## src/rtl/divisor_seq_pkg.sv

```systemverilog
// Shared definitions for the sequential divider: state encoding and default sizes.
package divisor_seq_pkg;

  localparam int DEF_WIDTH = 32;
  localparam int DEF_CNT_W = 6;

  // Like the Booth multiplier, results land in the MIPS HI/LO pair:
  // DIV puts the quotient in LO and the remainder in HI.
  typedef enum logic [1:0] {
    IDLE = 2'd0,
    CALC = 2'd1,
    FIX  = 2'd2
  } state_t;

endpackage

```

## src/rtl/divisor_seq_step.sv

```systemverilog
// One restoring-division iteration: shift {rem,quo} left, trial-subtract the divisor,
// and keep the difference when it does not go negative.
module divisor_seq_step #(
  parameter int WIDTH = 32
) (
  input  logic [WIDTH:0]   i_rem,
  input  logic [WIDTH-1:0] i_quo,
  input  logic [WIDTH-1:0] i_dvs,
  output logic [WIDTH:0]   o_rem,
  output logic [WIDTH-1:0] o_quo
);

  logic [WIDTH:0] w_rem_sh;
  logic [WIDTH:0] w_trial;
  logic           w_ge;

  assign w_rem_sh = {i_rem[WIDTH-1:0], i_quo[WIDTH-1]};
  assign w_trial  = w_rem_sh - {1'b0, i_dvs};
  // A set top bit means the shifted value already exceeds any divisor.
  assign w_ge     = i_rem[WIDTH] || (w_rem_sh >= {1'b0, i_dvs});

  assign o_rem = w_ge ? w_trial : w_rem_sh;
  assign o_quo = {i_quo[WIDTH-2:0], w_ge};

endmodule

```

## src/rtl/divisor_seq.sv

```systemverilog
// Signed sequential divider for DIV: quotient to LO (low), remainder to HI (high).
// One quotient bit per cycle on magnitudes, then one sign-fix cycle; 34 cycles start to done.
module divisor_seq
  import divisor_seq_pkg::*;
#(
  parameter int WIDTH = DEF_WIDTH,
  parameter int CNT_W = DEF_CNT_W
) (
  input  logic             clk,
  input  logic             rst,
  input  logic             start,
  input  logic [WIDTH-1:0] A,
  input  logic [WIDTH-1:0] B,
  output logic [WIDTH-1:0] high,
  output logic [WIDTH-1:0] low,
  output logic             busy,
  output logic             done,
  output logic             div_zero
);

  state_t             r_state, w_state;
  logic [WIDTH:0]     r_rem, w_rem;
  logic [WIDTH-1:0]   r_quo, w_quo;
  logic [WIDTH-1:0]   r_dvs, w_dvs;
  logic               r_sa, w_sa;
  logic               r_sb, w_sb;
  logic [CNT_W-1:0]   r_count, w_count;
  logic [WIDTH-1:0]   r_high, w_high;
  logic [WIDTH-1:0]   r_low, w_low;
  logic               r_done, w_done;
  logic               r_div_zero, w_div_zero;

  logic [WIDTH-1:0]   w_abs_a;
  logic [WIDTH-1:0]   w_abs_b;
  logic [WIDTH:0]     w_step_rem;
  logic [WIDTH-1:0]   w_step_quo;

  // The most negative value negates to itself, which is its correct unsigned magnitude.
  assign w_abs_a = A[WIDTH-1] ? -A : A;
  assign w_abs_b = B[WIDTH-1] ? -B : B;

  divisor_seq_step #(
    .WIDTH (WIDTH)
  ) u_step (
    .i_rem (r_rem),
    .i_quo (r_quo),
    .i_dvs (r_dvs),
    .o_rem (w_step_rem),
    .o_quo (w_step_quo)
  );

  always_comb begin
    w_state    = r_state;
    w_rem      = r_rem;
    w_quo      = r_quo;
    w_dvs      = r_dvs;
    w_sa       = r_sa;
    w_sb       = r_sb;
    w_count    = r_count;
    w_high     = r_high;
    w_low      = r_low;
    w_done     = 1'b0;
    w_div_zero = 1'b0;
    case (r_state)
      IDLE: begin
        if (start) begin
          if (B == '0) begin
            w_done     = 1'b1;
            w_div_zero = 1'b1;
          end else begin
            w_sa    = A[WIDTH-1];
            w_sb    = B[WIDTH-1];
            w_dvs   = w_abs_b;
            w_quo   = w_abs_a;
            w_rem   = '0;
            w_count = '0;
            w_state = CALC;
          end
        end
      end
      CALC: begin
        w_rem   = w_step_rem;
        w_quo   = w_step_quo;
        w_count = r_count + CNT_W'(1);
        if (r_count == CNT_W'(WIDTH - 1)) begin
          w_state = FIX;
        end
      end
      FIX: begin
        w_low   = (r_sa ^ r_sb) ? -r_quo : r_quo;
        w_high  = r_sa ? -r_rem[WIDTH-1:0] : r_rem[WIDTH-1:0];
        w_done  = 1'b1;
        w_state = IDLE;
      end
      default: w_state = IDLE;
    endcase
  end

  always_ff @(posedge clk or posedge rst) begin
    if (rst) begin
      r_state    <= IDLE;
      r_rem      <= '0;
      r_quo      <= '0;
      r_dvs      <= '0;
      r_sa       <= 1'b0;
      r_sb       <= 1'b0;
      r_count    <= '0;
      r_high     <= '0;
      r_low      <= '0;
      r_done     <= 1'b0;
      r_div_zero <= 1'b0;
    end else begin
      r_state    <= w_state;
      r_rem      <= w_rem;
      r_quo      <= w_quo;
      r_dvs      <= w_dvs;
      r_sa       <= w_sa;
      r_sb       <= w_sb;
      r_count    <= w_count;
      r_high     <= w_high;
      r_low      <= w_low;
      r_done     <= w_done;
      r_div_zero <= w_div_zero;
    end
  end

  assign high     = r_high;
  assign low      = r_low;
  assign busy     = (r_state != IDLE);
  assign done     = r_done;
  assign div_zero = r_div_zero;

endmodule

```

## config.mk

```make
export PLATFORM = sky130hd
export DESIGN_NAME = divisor_seq
export DESIGN_NICKNAME = d
export VERILOG_FILES = /design/src/rtl/divisor_seq_pkg.sv /design/src/rtl/divisor_seq_step.sv /design/src/rtl/divisor_seq.sv
export SDC_FILE = /design/constraint.sdc
export NUM_CORES = 1
export LEC_CHECK = 0
export ABC_AREA = 1
export BUFFER_PORTS_ARGS = -buffer_cell sky130_fd_sc_hd__buf_2
export CAP_MARGIN = 20
export CORE_MARGIN = 2
export CORE_UTILIZATION = 45
export CTS_BUF_LIST = sky130_fd_sc_hd__clkbuf_8
export CTS_CLUSTER_SIZE = 28
export DETAILED_ROUTE_END_ITERATION = 10
export GPL_TIMING_DRIVEN = 0
export PLACE_DENSITY = 0.75
export SLEW_MARGIN = 10
export SYNTH_ARGS = -nofsm -noshare
export SYNTH_HDL_FRONTEND = slang
export SYNTH_SLANG_ARGS = --single-unit
```

## constraint.sdc

```tcl
create_clock -name clk -period 7.25 [get_ports clk]
set_input_delay 1.8125 -clock clk [delete_from_list [all_inputs] [get_ports clk]]
set_output_delay 1.8125 -clock clk [all_outputs]
set_load 0.05 [all_outputs]
```

==> flow_metrics.env, run 1 <==
export IMPL_outcome="completed"
export IMPL_die_height_um=176
export IMPL_tightest_slew_ns=1.07
export IMPL_start_kind="flip-flop"
export IMPL_cts_resized_gates=0
export IMPL_post_dp_cell_area_mm2=0.0144
export IMPL_rsz0062_at_grt="false"
export IMPL_final_nets=2319
export IMPL_overflow=0
export IMPL_synth_top_area_cell="dfrtp_1"
export IMPL_synth_area_mm2=0.0132
export IMPL_clk_pin_slew_ns=0.11
export IMPL_slew_headroom_pct=28.2
export IMPL_synth_seq_cells=173
export IMPL_grt_usage_pct=26.8
export IMPL_ios=134
export IMPL_wire_per_inst_um=15.7
export IMPL_vias=13600
export IMPL_drv_cap=0
export IMPL_final_antenna_net_count=0
export IMPL_port_buffers=131
export IMPL_layout_drive_gt1_share_pct=10.4
export IMPL_hpwl_mm=33.6
export IMPL_fp_coreArea_mm2=0.0289
export IMPL_row_count=62
export IMPL_wl_met2_mm=17.1
export IMPL_grt_pass1_wl_mm=65.6
export IMPL_maxSlewViolCount=0
export IMPL_p_per_area_mw_per_mm2=432
export IMPL_yosys_top_cells_area="dfrtp_1 33%, nand2_1 19%, inv_1 7.7%"
export IMPL_multiInputGateArea_mm2=0.00751
export IMPL_wl_met3_mm=3.02
export IMPL_m1WireLength_mm=20.3
export IMPL_crit_start="r_state[0]$_DFFE_PP0P_"
export IMPL_cts_setup_buffers=0
export IMPL_synth_top_area_share_pct=32.7
export IMPL_cts_root_buf="clkbuf_8"
export IMPL_criticalPathCategory="flip-flop to primary output"
export IMPL_period_minus_slack_ns=3.35
export IMPL_highest_layer="met4"
export IMPL_viasPerCell=5.20
export IMPL_synthCells=2063
export IMPL_critPathMaxFanout=6
export IMPL_ir_worst_vdd_uv=179
export IMPL_whs_ns=0.482
export IMPL_ys_seq_area_share_pct=32.7
export IMPL_ys_warn_count=0
export IMPL_synth_top_flop_cell="dfrtp_1"
export IMPL_fin_skew_ns=0.0205
export IMPL_min_period_over_period_pct=46.2
export IMPL_die_x_um=176
export IMPL_insertedDiodeCount=0
export IMPL_first_pass_iters=5
export IMPL_synthesis_nets=2168
export IMPL_route_detailed_drc=0
export IMPL_r2r_start="r_state[0]$_DFFE_PP0P_"
export IMPL_worstRegToRegCells=6
export IMPL_syn_avg_cell_area_um2=6.42
export IMPL_cts_buffer_depth=2
export IMPL_syn_to_final_growth_pct=11.7
export IMPL_arrival_ns=1.54
export IMPL_fin_area_mm2=0.0148
export IMPL_r2r_end="low[13]$_DFFE_PP0P_"
export IMPL_htree_levels=4
export IMPL_grt_start_max_net_pins=93
export IMPL_grt_pass1_vias=12500
export IMPL_insertion_delay_ns=0.48
export IMPL_initial_core_util_pct=45.9
export IMPL_yosysUniqueCellTypes=47
export IMPL_clock_sinks=173
export IMPL_cp_required_ns=5.44
export IMPL_cp_endpoint="busy"
export IMPL_numCtsBuffers=17
export IMPL_min_from="low[18]$_DFFE_PP0P_"
export IMPL_reg2reg_slack_ns=4.45
export IMPL_finalHoldViolations=0
export IMPL_gp_congestion=0.978
export IMPL_die_area_mm2=0.0308
export IMPL_leakage_nw=7.74
export IMPL_cts_tree="done"
export IMPL_synthArstFlopShare_pct=100
export IMPL_synth_edf_count=0
export IMPL_setup_viol=0
export IMPL_seqCellArea_mm2=0.00433
export IMPL_nFillCells=3004
export IMPL_antenna_found_initial=0
export IMPL_wl_mm=41.0
export IMPL_cts_hold_buf=0
export IMPL_end_kind="primary output"
export IMPL_drt_iter0_drc=1108
export IMPL_fmax_mhz=299
export IMPL_hold_path_class="flip-flop to flip-flop"
==> worst min-delay path by stage <==
stage,end,cells after the start
after global placement,high[21]$_DFFE_PP0P_,2
final,low[18]$_DFFE_PP0P_,2
after floorplan,r_dvs[28]$_DFFE_PP0P_,2
after detailed placement,low[18]$_DFFE_PP0P_,2
after global routing,low[18]$_DFFE_PP0P_,2
after CTS,low[18]$_DFFE_PP0P_,2
==> synth_stat cells, types with 5 or more instances <==
master	instances
a21oi_1	56
a31oi_1	11
buf_2	15
buf_4	7
buf_6	8
clkbuf_1	31
dfrtp_1	173
ha_1	37
inv_1	273
inv_2	7
nand2_1	681
nand2_2	5
nand3_1	194
nand3b_1	18
nand4_1	32
nor2_1	215
nor2_2	8
nor3_1	15
o211ai_1	6
o21ai_0	111
o21ai_1	21
o22ai_1	14
xnor2_1	22
xor2_1	60
==> layout make-up <==
type | instances | share of cell area, %
buffer | 65 | 2.36
multi-input combinational | 1544 | 50.8
inverter | 281 | 7.18
timing repair buffer | 132 | 4.62
clock inverter | 14 | 0.998
clock buffer | 17 | 1.58
sequential | 173 | 29.3
tap | 384 | 3.25
==> sequential cells by signal (all words and copies together) (netlist names) <==
signal,flops
div_zero,1
done,1
high,32
low,32
r_count,6
r_dvs,32
r_quo,32
r_rem,33
r_sa,1
r_sb,1
r_state,2
==> cells by family (layout without fill, tap and decap cells) <==
logic type	Yosys count	in the layout	share of synthesized area [%]
xor gates and xnor gates	83	83	5.55
DFF	173	173	32.7
buffers and inverters	346	509	10.6
adders and majority gates	38	38	3.65
and+or+nand+nor	1189	1189	38.0
AOI/OAI and AO/OA	234	234	9.54
==> per-layer routing <==
layer | vias up | track usage (%)
li1 | 6849 | -
met1 | 6188 | 40.8
met2 | 490 | 39.8
met3 | 43 | 4.48
met4 | 0 | 5.89
met5 | - | 0
==> placed cells by master, fill, tap and decap left out, drive strengths merged, types with 2 or more instances in the layout <==
master	n
clkbuf	48
o21ai	133
or2	3
nor3	22
inv	287
dfrtp	173
nor2	225
ha	37
o21bai	3
nand2	687
a31oi	11
a21oi	56
xor2	60
o22ai	14
xnor2	23
o31ai	4
o211ai	6
and2	2
buf	166
clkinv	8
nand4	32
o221ai	2
nand3	197
nor4	2
nand3b	18
==> power breakdown <==
| group | internal (W) | switching (W) |
|---|---|---|
| clock | 0.000255 | 0.000411 |
| sequential | 0.00135 | 0.000434 |
| combinational | 0.00124 | 0.00270 |
| total | 0.00284 | 0.00355 |
==> through the flow <==
| step | total power [W] | TNS (ns) | utilization (%) | setup WS (ns) | cells |
|---|---|---|---|---|---|
| 2_1_floorplan | 0.00461 | 0 | - | 0.749 | 2063 |
| 3_3_place_gp | 0.00559 | -171.25 | 49.8 | -1.01 | 2578 |
| 3_5_place_dp | 0.00567 | 0 | 49.9 | 3.40 | 2579 |
| 4_1_cts | 0.00635 | 0 | 51.3 | 3.88 | 2610 |
| 5_1_grt | 0.00696 | 0 | 51.3 | 3.76 | 2610 |
| 6_report | 0.00639 | 0 | 51.3 | 3.90 | 2610 |
==> critical path, stage by stage, from the launching register on <==
cell	delay, ns
dfrtp_1	0.48
nor2_1	0.21
inv_1	0.12
buf_2	0.23
(Power assumes the default switching activity.)
==> run 2, diff against run 1 <==
==> constraint.sdc (replaced) <==
create_clock -name clk -period 3.3 [get_ports clk]
set_input_delay 0.825 -clock clk [delete_from_list [all_inputs] [get_ports clk]]
set_output_delay 0.825 -clock clk [all_outputs]
set_load 0.05 [all_outputs]
==> run 2 against run 1 <==
Net effect:
- critical path depth rose by 3
- clock skew rose by 0.0081 ns
- combinational power rose by 120%
- routed wire length fell by 2.0%
- design area rose by 0.60%
- global-route usage fell by 0.30 points
- non-clock buffer count rose by 4
- via count fell by 0.65%
- power rose by 120%
- register-to-register slack got worse by 3.9 ns
- utilization rose by 0.31 points
- clock-buffer cell count did not move
- largest power group unchanged
==> flow_metrics.env, run 2 (same netlist as run 1, synthesis figures left out) <==
export IMPL_outcome="completed"
export IMPL_worstRegToRegCells=6
export IMPL_insertedDiodeCount=0
export IMPL_layout_cells_most_common="nand2_1"
export IMPL_vias=13500
export IMPL_route_detailed_drc=0
export IMPL_cts_setup_buffers=0
export IMPL_overflow=0
export IMPL_drt_iter0_drc=1147
export IMPL_cp_endpoint="low[28]$_DFFE_PP0P_"
export IMPL_p_per_area_mw_per_mm2=943
export IMPL_grt_pass1_vias=12600
export IMPL_nFillCells=2950
export IMPL_leakage_nw=7.78
export IMPL_drv_cap=0
export IMPL_die_area_mm2=0.0308
export IMPL_cpLargestDelayFamily="buffers and inverters"
export IMPL_first_pass_iters=5
export IMPL_grt_pass1_wl_mm=64.9
export IMPL_grt_usage_pct=26.5
export IMPL_reg2reg_slack_ns=0.58
export IMPL_die_x_um=176
export IMPL_clk_pin_slew_ns=0.12
export IMPL_row_count=62
export IMPL_hold_path_class="input pin to async pin"
export IMPL_largest_reg_flops=33
export IMPL_slew_headroom_pct=31.5
export IMPL_cp_depth=6
export IMPL_whs_ns=0.350
export IMPL_rsz0062_at_grt="false"
export IMPL_grt_start_max_net_pins=39
export IMPL_die_height_um=176
export IMPL_min_period_over_period_pct=82.5
export IMPL_critPathMaxFanout=10
export IMPL_cp_required_ns=3.68
export IMPL_ir_worst_vdd_uv=483
export IMPL_criticalPathCategory="flip-flop to flip-flop"
export IMPL_cts_buffer_depth=2
export IMPL_tightest_slew_ns=1.02
export IMPL_fmax_mhz=367
export IMPL_initial_core_util_pct=45.9
export IMPL_cp_slowest_stage_delay_ns=0.82
export IMPL_path_cells="nor2_1 -> clkinv_1 -> clkbuf_1 -> clkbuf_1 -> nand2_1 -> nand2_1"
export IMPL_fin_skew_ns=0.0286
export IMPL_cts_tree="done"
export IMPL_ios=134
export IMPL_viasPerCell=5.16
export IMPL_final_cell_count_no_fill=2615
export IMPL_period_minus_slack_ns=2.72
export IMPL_start_kind="flip-flop"
export IMPL_maxSlewViolCount=0
export IMPL_wire_per_inst_um=15.4
export IMPL_antenna_found_initial=0
export IMPL_setup_viol=0
export IMPL_final_antenna_net_count=0
export IMPL_end_kind="flip-flop"
export IMPL_dp_cells=2583
export IMPL_insertion_delay_ns=0.51
export IMPL_critPathBufInv=3
export IMPL_r2r_start="r_state[0]$_DFFE_PP0P_"
export IMPL_final_nets=2323
export IMPL_arrival_ns=3.10
export IMPL_cts_hold_buf=0
export IMPL_clock_sinks=173
export IMPL_numCtsBuffers=17
export IMPL_fp_coreArea_mm2=0.0289
export IMPL_final_cell_mix="681 x nand2_1, 272 x inv_1, 215 x nor2_1"
export IMPL_gp_congestion=0.960
export IMPL_htree_levels=4
export IMPL_finalHoldViolations=0
export IMPL_syn_to_final_growth_pct=12.4
export IMPL_wl_mm=40.2
export IMPL_cts_root_buf="clkbuf_8"
export IMPL_largest_register="r_rem"
export IMPL_crit_path_top_delay_cell="nor2_1"
export IMPL_cts_resized_gates=0
export IMPL_hpwl_mm=33.3
export IMPL_port_buffers=131
export IMPL_r2r_end="low[28]$_DFFE_PP0P_"
export IMPL_crit_start="r_state[0]$_DFFE_PP0P_"
export IMPL_layout_drive_gt1_share_pct=10.6
[run 2: report_power, final]
group          internal, W  total (W)  leakage (nW)  switching (W)
Sequential         0.00296    0.00390          2.07       0.000940
Clock             0.000573    0.00150         0.203       0.000925
Combinational      0.00273    0.00864          5.50        0.00591
Total              0.00626     0.0140          7.78        0.00777
[run 2: routing by layer]
| layer | global-route usage, % | vias up | part of all wire (%) |
|---|---|---|---|
| met2 | 39.2 | 461 | 42 |
| met5 | 0 | - | 0 |
| li1 | - | 6862 | - |
| met3 | 4.70 | 47 | 7.8 |
| met4 | 7.82 | 0 | 2.0 |
| met1 | 39.4 | 6112 | 48 |
[run 2: per-stage QoR]
stage / util [%] / TNS [ns] / total power, W / cell area (um^2) / setup slack [ns]
2_1_floorplan: - / 0 / 0.0101 / 13200 / 0.264
5_1_grt: 51.6 / 0 / 0.0153 / 14900 / 0.395
4_1_cts: 51.6 / 0 / 0.0140 / 14900 / 0.566
3_3_place_gp: 49.8 / -120.10 / 0.0122 / 14400 / -0.719
3_5_place_dp: 50.2 / 0 / 0.0124 / 14500 / 0.425
6_report: 51.6 / 0 / 0.0140 / 14900 / 0.579
[run 2: worst min-delay path by stage]
| stage | endpoint | depth (start not counted) |
|---|---|---|
| 6_report | low[5]$_DFFE_PP0P_ | 2 |
| 5_1_grt | low[5]$_DFFE_PP0P_ | 2 |
| 4_1_cts | low[0]$_DFFE_PP0P_ | 2 |
| 3_5_place_dp | low[18]$_DFFE_PP0P_ | 2 |
| 3_3_place_gp | low[18]$_DFFE_PP0P_ | 2 |
| 2_1_floorplan | r_dvs[28]$_DFFE_PP0P_ | 2 |
[run 2: layout make-up]
type	instances	area [um^2]	share of cell area, %
clock buffers	17	234	1.57
well taps	384	480	3.23
plain buffers	65	349	2.35
flip-flops and latches	173	4330	29.1
repair buffers	136	763	5.13
multi-input cells	1544	7510	50.5
clock inverters	15	160	1.08
inverters	281	1060	7.11
